File: config.mk
export PLATFORM = sky130hd
export DESIGN_NAME = uart_cmd_framer
export DESIGN_NICKNAME = d
export VERILOG_FILES = /design/src/rtl/uart_cmd_framer.sv
export SDC_FILE = /design/constraint.sdc
export NUM_CORES = 1
export LEC_CHECK = 0
export ABC_AREA = 1
export CAP_MARGIN = 20
export CORE_ASPECT_RATIO = 0.75
export CORE_UTILIZATION = 45
export DETAILED_ROUTE_END_ITERATION = 7
export GPL_TIMING_DRIVEN = 0
export PLACE_DENSITY_LB_ADDON = 0.2
export SLEW_MARGIN = 15
export SYNTH_ARGS = -nofsm -noshare
export SYNTH_HDL_FRONTEND = slang
export SYNTH_SLANG_ARGS = --single-unit
File: constraint.sdc
create_clock -name clk -period 3.72 [get_ports clk]
set_clock_uncertainty 0.05 [all_clocks]
set_input_delay 0.744 -clock clk [delete_from_list [all_inputs] [get_ports clk]]
set_output_delay 0.744 -clock clk [all_outputs]
set_load 0.02 [all_outputs]
File: src/rtl/uart_cmd_framer.sv
// Assembles SYNC/opcode/4-data/checksum frames from the UART byte stream into commands.
// Optional inter-byte gap timeout is enabled with `define UART_CMD_FRAMER_TIMEOUT_EN.
module uart_cmd_framer #(
    parameter logic [7:0] SYNC_BYTE      = 8'hA5,
    parameter int         ERR_W          = 8,
    parameter int         TIMEOUT_CYCLES = 43_400
) (
    input  logic             clk,
    input  logic             reset,
    input  logic [7:0]       byte_in,
    input  logic             byte_in_valid,
    output logic             byte_in_ready,
    output logic [7:0]       cmd_opcode,
    output logic [31:0]      cmd_data,
    output logic             cmd_valid,
    input  logic             cmd_ready,
    output logic             err_pulse,
    output logic [ERR_W-1:0] err_count
);

    typedef enum logic [2:0] {IDLE, OPCODE, DATA, CHECK, HOLD} state_t;

    typedef struct packed {
        logic [7:0]  opcode;
        logic [31:0] data;
    } cmd_t;

    state_t     state, state_next;
    cmd_t       frame_q;
    cmd_t       cmd_q;
    logic [7:0] csum;
    logic [1:0] idx;
    logic       accept;
    logic       frame_err;
    logic       cmd_load;
    logic       timeout;

    assign byte_in_ready = (state != HOLD);
    assign cmd_valid     = (state == HOLD);
    assign accept        = byte_in_valid && byte_in_ready;
    assign cmd_opcode    = cmd_q.opcode;
    assign cmd_data      = cmd_q.data;

`ifdef UART_CMD_FRAMER_TIMEOUT_EN
    localparam int GAP_W = (TIMEOUT_CYCLES > 2) ? $clog2(TIMEOUT_CYCLES) : 1;

    logic [GAP_W-1:0] gap_cnt;
    logic             in_frame;

    assign in_frame = (state == OPCODE) || (state == DATA) || (state == CHECK);
    // A byte arriving in the expiry cycle wins over the timeout.
    assign timeout  = in_frame && !accept && (gap_cnt == GAP_W'(TIMEOUT_CYCLES - 1));

    always_ff @(posedge clk or posedge reset) begin
        if (reset)
            gap_cnt <= '0;
        else if (!in_frame || accept || timeout)
            gap_cnt <= '0;
        else
            gap_cnt <= gap_cnt + GAP_W'(1);
    end
`else
    assign timeout = 1'b0;
`endif

    always_ff @(posedge clk or posedge reset) begin
        if (reset)
            state <= IDLE;
        else
            state <= state_next;
    end

    always_comb begin
        state_next = state;
        frame_err  = 1'b0;
        cmd_load   = 1'b0;
        case (state)
            IDLE:   if (accept && byte_in == SYNC_BYTE) state_next = OPCODE;
            OPCODE: if (accept) state_next = DATA;
            DATA:   if (accept && idx == 2'd3) state_next = CHECK;
            CHECK: begin
                if (accept) begin
                    if (byte_in == csum) begin
                        state_next = HOLD;
                        cmd_load   = 1'b1;
                    end else begin
                        state_next = IDLE;
                        frame_err  = 1'b1;
                    end
                end
            end
            HOLD:    if (cmd_ready) state_next = IDLE;
            default: state_next = IDLE;
        endcase
        if (timeout) begin
            state_next = IDLE;
            frame_err  = 1'b1;
        end
    end

    // Payload capture; a SYNC value past IDLE is ordinary payload.
    always_ff @(posedge clk or posedge reset) begin
        if (reset) begin
            frame_q <= '0;
            csum    <= '0;
            idx     <= '0;
        end else if (accept) begin
            case (state)
                OPCODE: begin
                    frame_q.opcode <= byte_in;
                    csum           <= byte_in;
                    idx            <= '0;
                end
                DATA: begin
                    frame_q.data <= {frame_q.data[23:0], byte_in};
                    csum         <= csum ^ byte_in;
                    idx          <= idx + 2'd1;
                end
                default: ;
            endcase
        end
    end

    // Output copy keeps the last command stable while the next frame is assembled.
    always_ff @(posedge clk or posedge reset) begin
        if (reset) begin
            cmd_q     <= '0;
            err_pulse <= 1'b0;
            err_count <= '0;
        end else begin
            err_pulse <= frame_err;
            if (cmd_load)
                cmd_q <= frame_q;
            if (frame_err && err_count != {ERR_W{1'b1}})
                err_count <= err_count + ERR_W'(1);
        end
    end

endmodule

==> results of run 1 <==
==> worst max-delay path: stages, from the launching register on <==
cell and delay, ps:
dfrtp_1 440, nor3_1 270, clkdlybuf4s50_1 650
==> Yosys cell counts (all sizes together) <==
cell type / n / share of area [%]
nand2: 132 / 12
dfrtp: 102 / 57
o21ai: 76 / 12
inv: 55 / 4.6
nor2: 19 / 2.2
buf: 16 / 3.3
nand3: 10 / 1.8
xnor2: 10 / 1.9
o211ai: 8 / 1.3
o21a: 8 / 1.3
nand4: 7 / 0.97
a21oi: 6 / 0.67
clkbuf: 3 / 0.25
ha: 2 / 0.55
nor3: 2 / 0.22
xor2: 2 / 0.39
a21boi: 1 / 0.17
a22oi: 1 / 0.17
nand3b: 1 / 0.17
or2: 1 / 0.14
==> power by group <==
group | switching (W) | internal [W]
clock network | 0.000400 | 0.000586
registers | 0.000162 | 0.00138
logic | 0.000540 | 0.000311
total | 0.00110 | 0.00227
==> path summary, 6_finish.rpt <==
kind	from	end	slack (ps)	cells past startpoint
worst min-delay path	cmd_opcode[1]	cmd_opcode[1]	430	2
worst max-delay path	state[1]	cmd_valid	1220	2
worst min register to register	cmd_opcode[1]	cmd_opcode[1]	430	2
worst max register to register	err_count[0]	err_count[1]	1980	9
max in group asynchronous	reset	frame_q[10]	2260	3
min in group asynchronous	reset	cmd_opcode[6]	740	2
==> cell type report <==
| type | instances | share of cell area (%) |
|---|---|---|
| clock inverter | 7 | 1.57 |
| inverter | 55 | 3.75 |
| multi-input combinational | 286 | 28.2 |
| clock buffer | 9 | 3.99 |
| tap | 132 | 2.93 |
| sequential | 102 | 45.2 |
| buffer | 19 | 2.84 |
| timing repair buffer | 63 | 11.5 |
==> sequential cells by signal, summed over array words and instances (netlist names) <==
register and cells:
cmd_data 32, cmd_opcode 8, csum 8, err_count 8
err_pulse 1, frame_q 40, idx 2, state 3
==> layer usage <==
layer | up-vias | track usage (%) | routed length (um) | part of all wire, %
li1 | 1624 | - | - | -
met1 | 1571 | 28.0 | 4550 | 49
met2 | 84 | 29.9 | 4260 | 46
met3 | 8 | 4.64 | 436 | 4.7
met4 | 0 | 6.88 | 85 | 0.91
met5 | - | 0 | 0 | 0
==> metrics by stage <==
| step | power (W) | hold WS, ps | util, % | setup TNS [ps] | cell area (sq um) |
|---|---|---|---|---|---|
| after floorplan | 0.00215 | 403 | - | 0 | 4510 |
| after global placement | 0.00236 | 412 | 54.6 | -125330 | 5300 |
| after detailed placement | 0.00241 | 418 | 55.0 | 0 | 5330 |
| after CTS | 0.00341 | 430 | 58.2 | 0 | 5640 |
| after global routing | 0.00359 | 455 | 58.2 | 0 | 5640 |
| final | 0.00338 | 428 | 58.2 | 0 | 5640 |
==> logic make-up after synthesis <==
kind of cell	Yosys count	synth area share, %
AO/OA/AOI/OAI	100	15.4
XOR/XNOR	12	2.33
adder cells (fa/ha/maj)	2	0.555
buffers and inverters	74	8.13
flip-flops	102	56.6
AND/OR/NAND/NOR	172	17.0
==> run metrics, run 1 <==
Max VDD drop=between 0.3 and 0.4 mV; drt drc=0; Fill cells=just under 900; CTS clk-pin slew, worst paths=approximately 70 ps; Worst Setup End Kind=output pin; Root Buffer=clkbuf_16; Final Hold Viols=0; GPL Wtd Cong=0.777; initial core utilization=a little under half; Post-CTS Resized=0; most frequent cells in the layout=nand2_1 (124), dfrtp_1 (102), clkdlybuf4s50_1 (62), inv_1 (53), o21ai_2 (40); die width=approximately 120 um; Total GRT Usage=between 10% and 20%; Pre-antenna DRT Iters=4; dpl hpwl=around 6.7 mm; syn avg cell area=9.77 sq um; YS warnings=0; area delta synth->final=25.1%; # port buffers=62; global-route wire length before repair=15.9 mm; number of max-cap violations=0; htree depth=3; CTS Buf Count=9; commonest non-fill, non-tap cell in the layout=nand2_1; via count=between 3k and 4k; Post-Layout Cell Count=673; Post-Syn Area=around 4500 sq um; CP arrival=between 1500 and 2000 ps; worst min path class=reg -> reg; clock buffer depth=2; post-CTS setup buffer count=0; f_max=~0.40 GHz; CTS tree=done; post-synthesis sequential area ratio=between 50% and 60%; DRT iter0 DRCs=a little under 200; total leakage power=~2.6 nW; antenna-violating nets left=0; Detailed Route WL=9.34 mm; final worst slack=roughly 1200 ps; CORE AREA=9700 sq um; layout cells sized above 1=about 17%; clk sinks=102; wire per inst=around 14 um; Critical Path Fanout Max=6; outcome=complete, no violations; vias in the first global route=3229; CP Class=reg -> out; # setup viols final=0; power per cell area=about 600 nW/um^2; CTS hold repair buffers=0; fin. max-slew vios=0; RSZ-0062 raised after global routing=no; Clock Latency Late Sink=between 300 and 400 ps; initial antenna violation count=0; min cycle time layout=~2500 ps; Die H=roughly 89 um; die area=10400 sq um; global route total overflow=0; Post-Syn Instances=~460; diode count=0; Rel. slew slack=~71%; period utilization=around two thirds; Vias/cell=around 4.9; Worst Max-Slew Pin Slew=~430 ps; flip-flop and latch area=2550 sq um; multi-input logic area=1590 sq um; nets@finish=550; # IOs=63; #FFs+latches synth=between 100 and 150; worst endpoint required time=a little under 3000 ps; maximum number of pins on one net before global-route repair=58; Synthesized Nets=around 480; Critical Path Source Type=register; Place WS=~1100 ps; Inst Count DP=657; num rows=31; Distinct cells, synth=30
Note: power is estimated with default switching activity, not from simulation.
==> run 2: changes to the inputs <==
clock period = 2.3 ns   (was 3.72 ns; I/O delays follow)
==> run 2 against run 1 <==
Effect of this change: clock-buffer cell count rose by 1; routed wire length fell by 0.91%; flip-flop and latch count did not move; cell count rose by 0.30%; critical endpoint unchanged; largest cell class unchanged; largest power group unchanged.
==> run metrics, run 2 (synthesized netlist as in run 1, its figures left out) <==
outcome=complete, no violations; Clock Latency Late Sink=340 ps (about the same); num rows=31 (unchanged); vias in the first global route=3092 (-4.2%); DRT iter0 DRCs=153 (-21%); cell-by-cell trace of the critical path=nor3_1 > clkdlybuf4s50_1; Inst Count DP=659 (+0.30%); period utilization=between 90% and 100%; Worst Max-Slew Pin Slew=422 ps (-10.5 ps); worst endpoint required time=1790 ps (-1140 ps); GPL Wtd Cong=0.807 (+3.9%); Critical Path Source Type=register; # port buffers=62 (unchanged); CP arrival=1700 ps (about the same); f_max=between 0.4 and 0.5 GHz; crit-path max cell delay=650 ps (about the same); Place WS=-25.4 ps (-1140 ps); wire per inst=13.7 um (-1.2%); die width=118 um (unchanged); Critical Path Fanout Max=6 (unchanged); die area=10400 sq um (unchanged); worst min path class=in -> async; Buf+Inv Stages, Crit Path=1 (unchanged); nets@finish=552 (+0.36%); final worst slack=87.0 ps (-1140 ps); clk sinks=102 (unchanged); Detailed Route WL=9.26 mm (-0.91%); fin. max-slew vios=0 (unchanged); final setup TNS=0 ps (unchanged); commonest non-fill, non-tap cell in the layout=nand2_1; Root Buffer=clkbuf_16; Die H=88.7 um (unchanged); antenna-violating nets left=0 (unchanged); CTS Buf Count=9 (unchanged); global route total overflow=0 (unchanged); Slowest cell on crit path=clkdlybuf4s50_1; diode count=0 (unchanged); maximum number of pins on one net before global-route repair=36 (-38%); Total GRT Usage=19.1% (-0.66 points); RSZ-0062 raised after global routing=no; power per cell area=954 nW/um^2 (+60%); Max VDD drop=0.533 mV (+46%); CTS tree=done; Vias/cell=4.85 (-0.66%); Final Hold Viols=0 (unchanged); initial core utilization=46.5% (unchanged); Worst Setup End Kind=output pin; # setup viols final=0 (unchanged); Biggest register=frame_q; Pre-antenna DRT Iters=4 (unchanged); delay-heaviest family, CP=buffers and inverters; drt drc=0 (unchanged); Post-Layout Cell Count=675 (+0.30%); min cycle time layout=2210 ps; Rel. slew slack=71.8% (+0.70 points); layout cells sized above 1=17.3% (+0.31 points); dpl hpwl=6.79 mm (+1.1%); CTS clk-pin slew, worst paths=70 ps (about the same); number of max-cap violations=0 (unchanged); area delta synth->final=26.0%; final design utilization=58.6% (+0.41 points); # IOs=63 (unchanged); clock buffer depth=2 (unchanged); htree depth=3 (unchanged); max FFs per register=40 (unchanged); post-CTS setup buffer count=0 (unchanged); CP Class=reg -> out; CORE AREA=9700 sq um (unchanged); total leakage power=2.60 nW (+0.30%); most frequent cells in the layout=nand2_1 (124), dfrtp_1 (102), clkdlybuf4s50_1 (61), inv_1 (53), o21ai_2 (40); initial antenna violation count=0 (unchanged); via count=3275 (-0.37%); global-route wire length before repair=15.6 mm (-1.6%)
## run 2: routing by layer
layer	routed length, um	GRT usage, %	vias up
met5	0	0	-
met4	35	4.20	0
met3	450	4.96	2
met2	4190	29.1	69
met1	4580	27.4	1572
li1	-	-	1632
## run 2: repair_timing
| action | CTS | global route |
|---|---|---|
| gates resized for setup | 0 | 1 |
| hold buffers | 0 | 0 |
| hold endpoints to repair | 0 | 0 |
| endpoints found under the setup margin | 0 | 1 |
## run 2: worst paths after layout
| check | slack (ps) | start | end | depth (start not counted) |
|---|---|---|---|---|
| worst max-delay path | 90 | state[1] | cmd_valid | 2 |
| worst min-delay path | 350 | reset | cmd_data[9] | 2 |
| worst max register to register | 500 | err_count[1] | err_count[5] | 9 |
| worst min register to register | 430 | frame_q[21] | frame_q[29] | 2 |
| max in group asynchronous | 940 | reset | err_count[5] | 5 |
| min in group clk | 430 | frame_q[21] | frame_q[29] | 2 |
## run 2: stage by stage
| stage | instance area [sq um] | power, W | hold WS [ps] |
|---|---|---|---|
| 2_1_floorplan | 4520 | 0.00347 | 403 |
| 3_3_place_gp | 5300 | 0.00381 | 413 |
| 3_5_place_dp | 5360 | 0.00389 | 421 |
| 4_1_cts | 5680 | 0.00548 | 356 |
| 6_report | 5680 | 0.00542 | 354 |
| 5_1_grt | 5680 | 0.00579 | 361 |
## run 2: report_power, final
group / internal [W] / switching [W]
combinational: 0.000508 / 0.000858
clock: 0.000892 / 0.000681
sequential: 0.00223 / 0.000259
## run 2: final cells by class
| type | count | area, sq um |
|---|---|---|
| Multi-Input combinational cell | 286 | 1590 |
| Clock inverter | 6 | 81.3 |
| Fill cell | 847 | 4010 |
| Sequential cell | 102 | 2550 |
| Timing Repair Buffer | 65 | 683 |
| Buffer | 19 | 160 |
| Inverter | 55 | 210 |
| Clock buffer | 10 | 239 |
| Tap cell | 132 | 165 |
## run 2: worst reg2reg max path, cell delays in order (launching register included)
cell and delay [ps]:
dfrtp_1 420, ha_1 220, nand2_1 70, inv_1 90, nand2_1 70, nor3_1 200
nand2_1 260, nand3_4 220, nand2_1 80, nand2_1 60
